===== src/rtl/axi_stream_insert_pkg.sv =====
`default_nettype none
// ============================================================================
// Module      : axi_stream_insert_pkg
// Description : Shared definitions for the header-insert path. Holds the
//               arbiter state encoding and the packet counter width.
// Revision    : 1.0 - initial release
// ============================================================================
package axi_stream_insert_pkg;

    // Arbiter FSM encoding
    localparam logic [1:0] ST_IDLE     = 2'd0;
    localparam logic [1:0] ST_OFFER    = 2'd1;
    localparam logic [1:0] ST_WAIT_EOP = 2'd2;

    // Completed-packet counter width
    localparam int PKT_CNT_WD = 16;

endpackage : axi_stream_insert_pkg
`default_nettype wire


===== src/rtl/axi_stream_rr_arbiter.sv =====
`default_nettype none
// ============================================================================
// Module      : axi_stream_rr_arbiter
// Description : Purely combinational round-robin pick. Searches req starting
//               at rr_ptr and wrapping modulo NUM_REQ (NUM_REQ need not be a
//               power of two).
// Ports       : req        - request vector
//               rr_ptr     - highest-priority index (must be < NUM_REQ)
//               grant      - one-hot grant, all zero when no request
//               grant_idx  - index of the granted request
//               any_valid  - at least one request present
// Revision    : 1.0 - initial release
// ============================================================================
module axi_stream_rr_arbiter #(
    parameter int NUM_REQ = 4,
    parameter int ID_WD   = $clog2(NUM_REQ)
) (
    input  logic [NUM_REQ-1:0] req,
    input  logic [ID_WD-1:0]   rr_ptr,
    output logic [NUM_REQ-1:0] grant,
    output logic [ID_WD-1:0]   grant_idx,
    output logic               any_valid
);

    int             pos;
    logic [ID_WD-1:0] pos_idx;

    always_comb begin
        grant_idx = '0;
        pos       = 0;
        pos_idx   = '0;
        any_valid = |req;
        // Walk from the farthest offset back to rr_ptr so that the request
        // closest to rr_ptr (in wrap order) is the one that sticks.
        for (int k = NUM_REQ - 1; k >= 0; k--) begin
            pos = int'(rr_ptr) + k;
            if (pos >= NUM_REQ) begin
                pos = pos - NUM_REQ;
            end
            pos_idx = ID_WD'(pos);
            if (req[pos_idx]) begin
                grant_idx = pos_idx;
            end
        end
        grant = any_valid ? (NUM_REQ'(1) << grant_idx) : '0;
    end

endmodule : axi_stream_rr_arbiter
`default_nettype wire


===== src/rtl/axi_stream_header_arbiter.sv =====
`default_nettype none
// ============================================================================
// Module      : axi_stream_header_arbiter
// Description : Shares the header-insert port of the stream inserter among
//               NUM_REQ header sources. One source is granted per packet in
//               round-robin order; its header is latched and offered to the
//               inserter, and the grant is held until the inserter's output
//               completes the packet (last_out handshake).
// Ports       : req_*            - per-source header (valid/data/keep/cnt)
//               req_ready        - one-hot, pulses in the capture cycle
//               *_insert         - header towards the inserter
//               mon_*_out        - taps of the inserter's output handshake
//               grant_id         - current / last granted source
//               grant_active     - high while a grant is outstanding
//               pkt_cnt          - completed packets, wrapping
//               err_early_eop    - sticky, EOP seen with no packet in flight
// Revision    : 1.0 - initial release
// ============================================================================
module axi_stream_header_arbiter
    import axi_stream_insert_pkg::*;
#(
    parameter int NUM_REQ      = 4,
    parameter int DATA_WD      = 32,
    parameter int DATA_BYTE_WD = DATA_WD / 8,
    parameter int BYTE_CNT_WD  = $clog2(DATA_BYTE_WD),
    parameter int ID_WD        = $clog2(NUM_REQ)
) (
    input  logic                            clk,
    input  logic                            rst_n,
    input  logic [NUM_REQ-1:0]              req_valid,
    input  logic [NUM_REQ*DATA_WD-1:0]      req_data,
    input  logic [NUM_REQ*DATA_BYTE_WD-1:0] req_keep,
    input  logic [NUM_REQ*BYTE_CNT_WD-1:0]  req_byte_cnt,
    output logic [NUM_REQ-1:0]              req_ready,
    output logic                            valid_insert,
    output logic [DATA_WD-1:0]              data_insert,
    output logic [DATA_BYTE_WD-1:0]         keep_insert,
    output logic [BYTE_CNT_WD-1:0]          byte_insert_cnt,
    input  logic                            ready_insert,
    input  logic                            mon_valid_out,
    input  logic                            mon_ready_out,
    input  logic                            mon_last_out,
    output logic [ID_WD-1:0]                grant_id,
    output logic                            grant_active,
    output logic [PKT_CNT_WD-1:0]           pkt_cnt,
    output logic                            err_early_eop
);

    // ------------------------------------------------------------------
    // Per-source views of the packed request buses
    // ------------------------------------------------------------------
    logic [DATA_WD-1:0]      src_data [NUM_REQ];
    logic [DATA_BYTE_WD-1:0] src_keep [NUM_REQ];
    logic [BYTE_CNT_WD-1:0]  src_cnt  [NUM_REQ];

    for (genvar i = 0; i < NUM_REQ; i++) begin : g_unpack
        assign src_data[i] = req_data[i*DATA_WD +: DATA_WD];
        assign src_keep[i] = req_keep[i*DATA_BYTE_WD +: DATA_BYTE_WD];
        assign src_cnt[i]  = req_byte_cnt[i*BYTE_CNT_WD +: BYTE_CNT_WD];
    end

    // ------------------------------------------------------------------
    // State and datapath registers
    // ------------------------------------------------------------------
    logic [1:0]              state_q,    state_d;
    logic [ID_WD-1:0]        rr_ptr_q,   rr_ptr_d;
    logic [ID_WD-1:0]        grant_id_q, grant_id_d;
    logic [DATA_WD-1:0]      data_q,     data_d;
    logic [DATA_BYTE_WD-1:0] keep_q,     keep_d;
    logic [BYTE_CNT_WD-1:0]  cnt_q,      cnt_d;
    logic [PKT_CNT_WD-1:0]   pkt_cnt_q,  pkt_cnt_d;
    logic                    err_q,      err_d;

    logic [NUM_REQ-1:0] arb_grant;
    logic [ID_WD-1:0]   arb_idx;
    logic               arb_any;
    logic               eop;
    logic               hdr_hs;

    axi_stream_rr_arbiter #(
        .NUM_REQ (NUM_REQ),
        .ID_WD   (ID_WD)
    ) u_rr_arbiter (
        .req       (req_valid),
        .rr_ptr    (rr_ptr_q),
        .grant     (arb_grant),
        .grant_idx (arb_idx),
        .any_valid (arb_any)
    );

    assign eop    = mon_valid_out & mon_ready_out & mon_last_out;
    assign hdr_hs = (state_q == ST_OFFER) & ready_insert;

    // ------------------------------------------------------------------
    // FSM: state register (with datapath flops)
    // ------------------------------------------------------------------
    always_ff @(posedge clk or negedge rst_n) begin
        if (!rst_n) begin
            state_q    <= ST_IDLE;
            rr_ptr_q   <= '0;
            grant_id_q <= '0;
            data_q     <= '0;
            keep_q     <= '0;
            cnt_q      <= '0;
            pkt_cnt_q  <= '0;
            err_q      <= 1'b0;
        end else begin
            state_q    <= state_d;
            rr_ptr_q   <= rr_ptr_d;
            grant_id_q <= grant_id_d;
            data_q     <= data_d;
            keep_q     <= keep_d;
            cnt_q      <= cnt_d;
            pkt_cnt_q  <= pkt_cnt_d;
            err_q      <= err_d;
        end
    end

    // ------------------------------------------------------------------
    // FSM: next state
    // ------------------------------------------------------------------
    always_comb begin
        state_d = state_q;
        case (state_q)
            ST_IDLE:     if (arb_any) state_d = ST_OFFER;
            ST_OFFER:    if (hdr_hs)  state_d = ST_WAIT_EOP;
            ST_WAIT_EOP: if (eop)     state_d = ST_IDLE;
            default:                  state_d = ST_IDLE;
        endcase
    end

    // ------------------------------------------------------------------
    // FSM: outputs
    // ------------------------------------------------------------------
    always_comb begin
        req_ready    = '0;
        valid_insert = 1'b0;
        grant_active = 1'b0;
        case (state_q)
            ST_IDLE:     req_ready = arb_grant;
            ST_OFFER:    begin valid_insert = 1'b1; grant_active = 1'b1; end
            ST_WAIT_EOP: grant_active = 1'b1;
            default:     ;
        endcase
    end

    // ------------------------------------------------------------------
    // Header latch, round-robin pointer and counters
    // ------------------------------------------------------------------
    always_comb begin
        rr_ptr_d   = rr_ptr_q;
        grant_id_d = grant_id_q;
        data_d     = data_q;
        keep_d     = keep_q;
        cnt_d      = cnt_q;
        pkt_cnt_d  = pkt_cnt_q;
        err_d      = err_q;

        if ((state_q == ST_IDLE) && arb_any) begin
            grant_id_d = arb_idx;
            data_d     = src_data[arb_idx];
            keep_d     = src_keep[arb_idx];
            cnt_d      = src_cnt[arb_idx];
        end

        if (eop) begin
            if (state_q == ST_WAIT_EOP) begin
                pkt_cnt_d = pkt_cnt_q + PKT_CNT_WD'(1);
                // Explicit wrap: NUM_REQ may not fill the index width
                rr_ptr_d  = (grant_id_q == ID_WD'(NUM_REQ - 1)) ? '0
                                                               : grant_id_q + ID_WD'(1);
            end else begin
                // EOP with no packet in flight; also covers the cycle where
                // the header handshake coincides with an EOP in OFFER.
                err_d = 1'b1;
            end
        end
    end

    assign data_insert     = data_q;
    assign keep_insert     = keep_q;
    assign byte_insert_cnt = cnt_q;
    assign grant_id        = grant_id_q;
    assign pkt_cnt         = pkt_cnt_q;
    assign err_early_eop   = err_q;

endmodule : axi_stream_header_arbiter
`default_nettype wire


===== config.mk =====
export PLATFORM = sky130hd
export DESIGN_NAME = axi_stream_header_arbiter
export DESIGN_NICKNAME = d
export VERILOG_FILES = /design/src/rtl/axi_stream_insert_pkg.sv /design/src/rtl/axi_stream_rr_arbiter.sv /design/src/rtl/axi_stream_header_arbiter.sv
export SDC_FILE = /design/constraint.sdc
export NUM_CORES = 1
export LEC_CHECK = 0
export BUFFER_PORTS_ARGS = -buffer_cell sky130_fd_sc_hd__buf_2
export CAP_MARGIN = 20
export CORE_MARGIN = 3
export CORE_UTILIZATION = 40
export CTS_CLUSTER_SIZE = 14
export DETAILED_ROUTE_END_ITERATION = 12
export PLACE_DENSITY = 0.77
export SLEW_MARGIN = 40
export SYNTH_ARGS = -nofsm -noshare
export SYNTH_HDL_FRONTEND = slang
export SYNTH_SLANG_ARGS = --single-unit

===== constraint.sdc =====
create_clock -name clk -period 4 [get_ports clk]
set_input_delay 0 -clock clk [delete_from_list [all_inputs] [get_ports clk]]
set_output_delay 0 -clock clk [all_outputs]
set_load 0.05 [all_outputs]

==> flow_metrics.tcl <==
set metrics [dict create \
    outcome "finished clean" \
    post_cts_buffers 0 \
    avgSynthCellArea_sq_um 10.8 \
    synthDistinctLibCells 34 \
    end_kind "flip-flop" \
    place_ws_ps 1370 \
    chipHeight_um 98.8 \
    synth_area_leaders "dfrtp_1, mux2i_1, o221ai_1, nand2_1, xnor2_1" \
    worstSetupStartpointType "flip-flop" \
    clk_latency_ps 330 \
    wl_per_cell_um 16.2 \
    slowest_stage "dlygate4sd3_1" \
    numCtsBuffers 9 \
    drc_errors 0 \
    ys_ff_latch 61 \
    grt.overflow.total 0 \
    via_per_inst 5.27 \
    antennaDiodeCount 0 \
    worstReg2RegStart "rr_ptr_q[0]" \
    peakVddDrop_mv 0.586 \
    r2r.worst_path.cells 9 \
    grt_max_degree 61 \
    final_util_pct 65.2 \
    drt_iter0_drc 114 \
    worstPathArrival_ps 3690 \
    routed-via-count 3732 \
    yosysWarnings 0 \
    final_area_sq_mm 0.00542 \
    grt_usage_pct 22.6 \
    synth_commonest_cells "mux2i_1, dfrtp_1, nand2_1, o221ai_1, xnor2_1" \
    synth_top_area_cell "dfrtp_1" \
    ys_seq_area_share_pct 44.3 \
    setup_viol 0 \
    areaGrowthSynthToFinish_pct 57.1 \
    power_density_mw_per_mm2 766 \
    max_cap_viol_count 0 \
    hpwl_um 7870 \
    min_period_over_period_pct 86.9 \
    finalSetupTns_ps 0 \
    syn-num-nets 487 \
    cts-htree-levels 3 \
    drive_gt1_share_pct 41.5 \
    maxSlewHeadroom_pct 52.8 \
    min_path_type "input port to flip-flop" \
    cp.required_ps 4220 \
    worst_slew_pin_slew_ps 709 \
    holdWs_ps 13.2 \
    ff_latch_area_sq_mm 0.00153 \
    clock-skew-final_ps 11.9 \
    cts_tree "done" \
    path_common_cell "dlygate4sd3_1" \
    p_leak_nw 2.99 \
    synth_top_area_share_pct 44.3 \
    postRouteAntennaNets 0 \
    hold_buffers 59 \
    num-nets-final 765 \
    synth_ff_type "dfrtp_1" \
    start_util_pct 41.5 \
    worstSetupEndpoint "byte_insert_cnt[1]" \
    grt_pass1_vias 3770 \
    port_buffers 224 \
    gp_routability_congestion 0.885 \
    nFillCells 685 \
    cp_slowest_stage_delay_ps 600 \
    antenna_found_initial 0 \
    synth_area_sq_mm 0.00345 \
    die_x_um 98.8 \
    syn_inst 320 \
    critPathMaxFanout 38 \
    die_area_sq_mm 0.00977 \
    synth.most_common_cell "mux2i_1" \
    pin_count 225 \
    fmax_mhz 288 \
    criticalPathCategory "flip-flop to flip-flop" \
    rsz0062_at_grt "no" \
    multi_input_area_sq_mm 0.00179 \
    crit_start "rr_ptr_q[0]" \
    finalNonFillerCells 708 \
    row_count 33 \
    clockBufferDepth 2 \
    cts-root-buf "clkbuf_8" \
    synthArstFlopShare_pct 100 \
    min_period_ps 3470 \
    slew_viol_final 0 \
    hold_viol 0 \
    clk_pin_slew_ps 80 \
    crit_chain "nor2b_1 > a21o_1 > a211o_4 > buf_12 > buf_4 > mux2i_1 > dlygate4sd3_1 > o221ai_1 > dlygate4sd3_1" \
    worst_slack_ps 525 \
    post_cts_resized 0 \
    clock_sinks 61 \
    r2r_end "byte_insert_cnt[1]" \
    dpl_cell_area_sq_mm 0.00462 \
    grt_pass1_wl_um 17900 \
    place_inst 632 \
    core_sq_mm 0.00830 \
    drt_pre_antenna_iters 4 \
    total_power_mw 4.15 \
    routed_wl_um 11500 \
    r2r_slack_ps 530 \
    synth_edf_count 0 \
]
## per-layer routing
metal	global-route usage [%]	vias up	part of all wire, %
met3	5.45	27	8.4
met5	0	-	0
met1	26.2	1770	37
met2	39.7	186	52
li1	-	1749	-
met4	9.87	0	2.6
## worst min path at each step
stage / startpoint / endpoint / cells past startpoint
finish: req_data[59] / data_insert[27] / 3
detailed placement: rst_n / data_insert[22] / 1
global placement: rst_n / data_insert[22] / 1
global route: req_data[59] / data_insert[27] / 3
CTS: req_data[43] / data_insert[11] / 3
floorplan: rst_n / byte_insert_cnt[0] / 0
## report_power, final
| part | total, mW | internal (mW) | switching, mW |
|---|---|---|---|
| clock network | 0.499 | 0.257 | 0.242 |
| logic | 2.63 | 0.954 | 1.68 |
| registers | 1.02 | 0.856 | 0.160 |
| total | 4.15 | 2.07 | 2.08 |
## kinds of logic (layout without fill, tap and decap cells)
kind of cell / after synthesis / after routing / share of synthesized area (%)
AND/OR/NAND/NOR: 87 / 87 / 11.5
multiplexers: 76 / 76 / 22.1
flip-flops: 61 / 61 / 44.3
AO/OA/AOI/OAI: 50 / 50 / 12.3
buffers and inverters: 26 / 309 / 4.21
XOR/XNOR: 15 / 15 / 3.81
adder cells (fa/ha/maj): 5 / 5 / 1.81
## cell type report
class | instances | area share (%)
inverters | 4 | 0.277
well taps | 105 | 2.43
clock inverters | 5 | 0.647
clock buffers | 11 | 2.80
repair buffers | 289 | 32.7
multi-input cells | 233 | 33.0
flip-flops and latches | 61 | 28.2
## critical path, delay by kind of cell (launching register included)
family          cells  cell delay (ps)
simple gates        1              250
buf+inv             4             1850
flops               1              400
mux                 1              230
compound gates      3              610
## cell usage in the layout, fill, tap and decap left out, types with 4 or more instances in the layout
cell type / n
nand2_1: 55
nand3_1: 5
xor2_1: 5
mux2i_1: 76
xnor2_1: 10
and3_1: 5
dlygate4sd3_1: 59
buf_2: 224
nor2_1: 4
buf_4: 5
clkinvlp_4: 4
dfrtp_1: 61
ha_1: 5
nand4_1: 4
clkbuf_8: 11
o221ai_1: 38
## flip-flops by register name, indices dropped and copies added, names as in the netlist
name / flops
data_insert: 32
pkt_cnt: 16
keep_insert: 4
byte_insert_cnt: 2
grant_id: 2
rr_ptr_q: 2
state_q: 2
err_early_eop: 1
No activity file was read; power rests on OpenSTA's default activity.
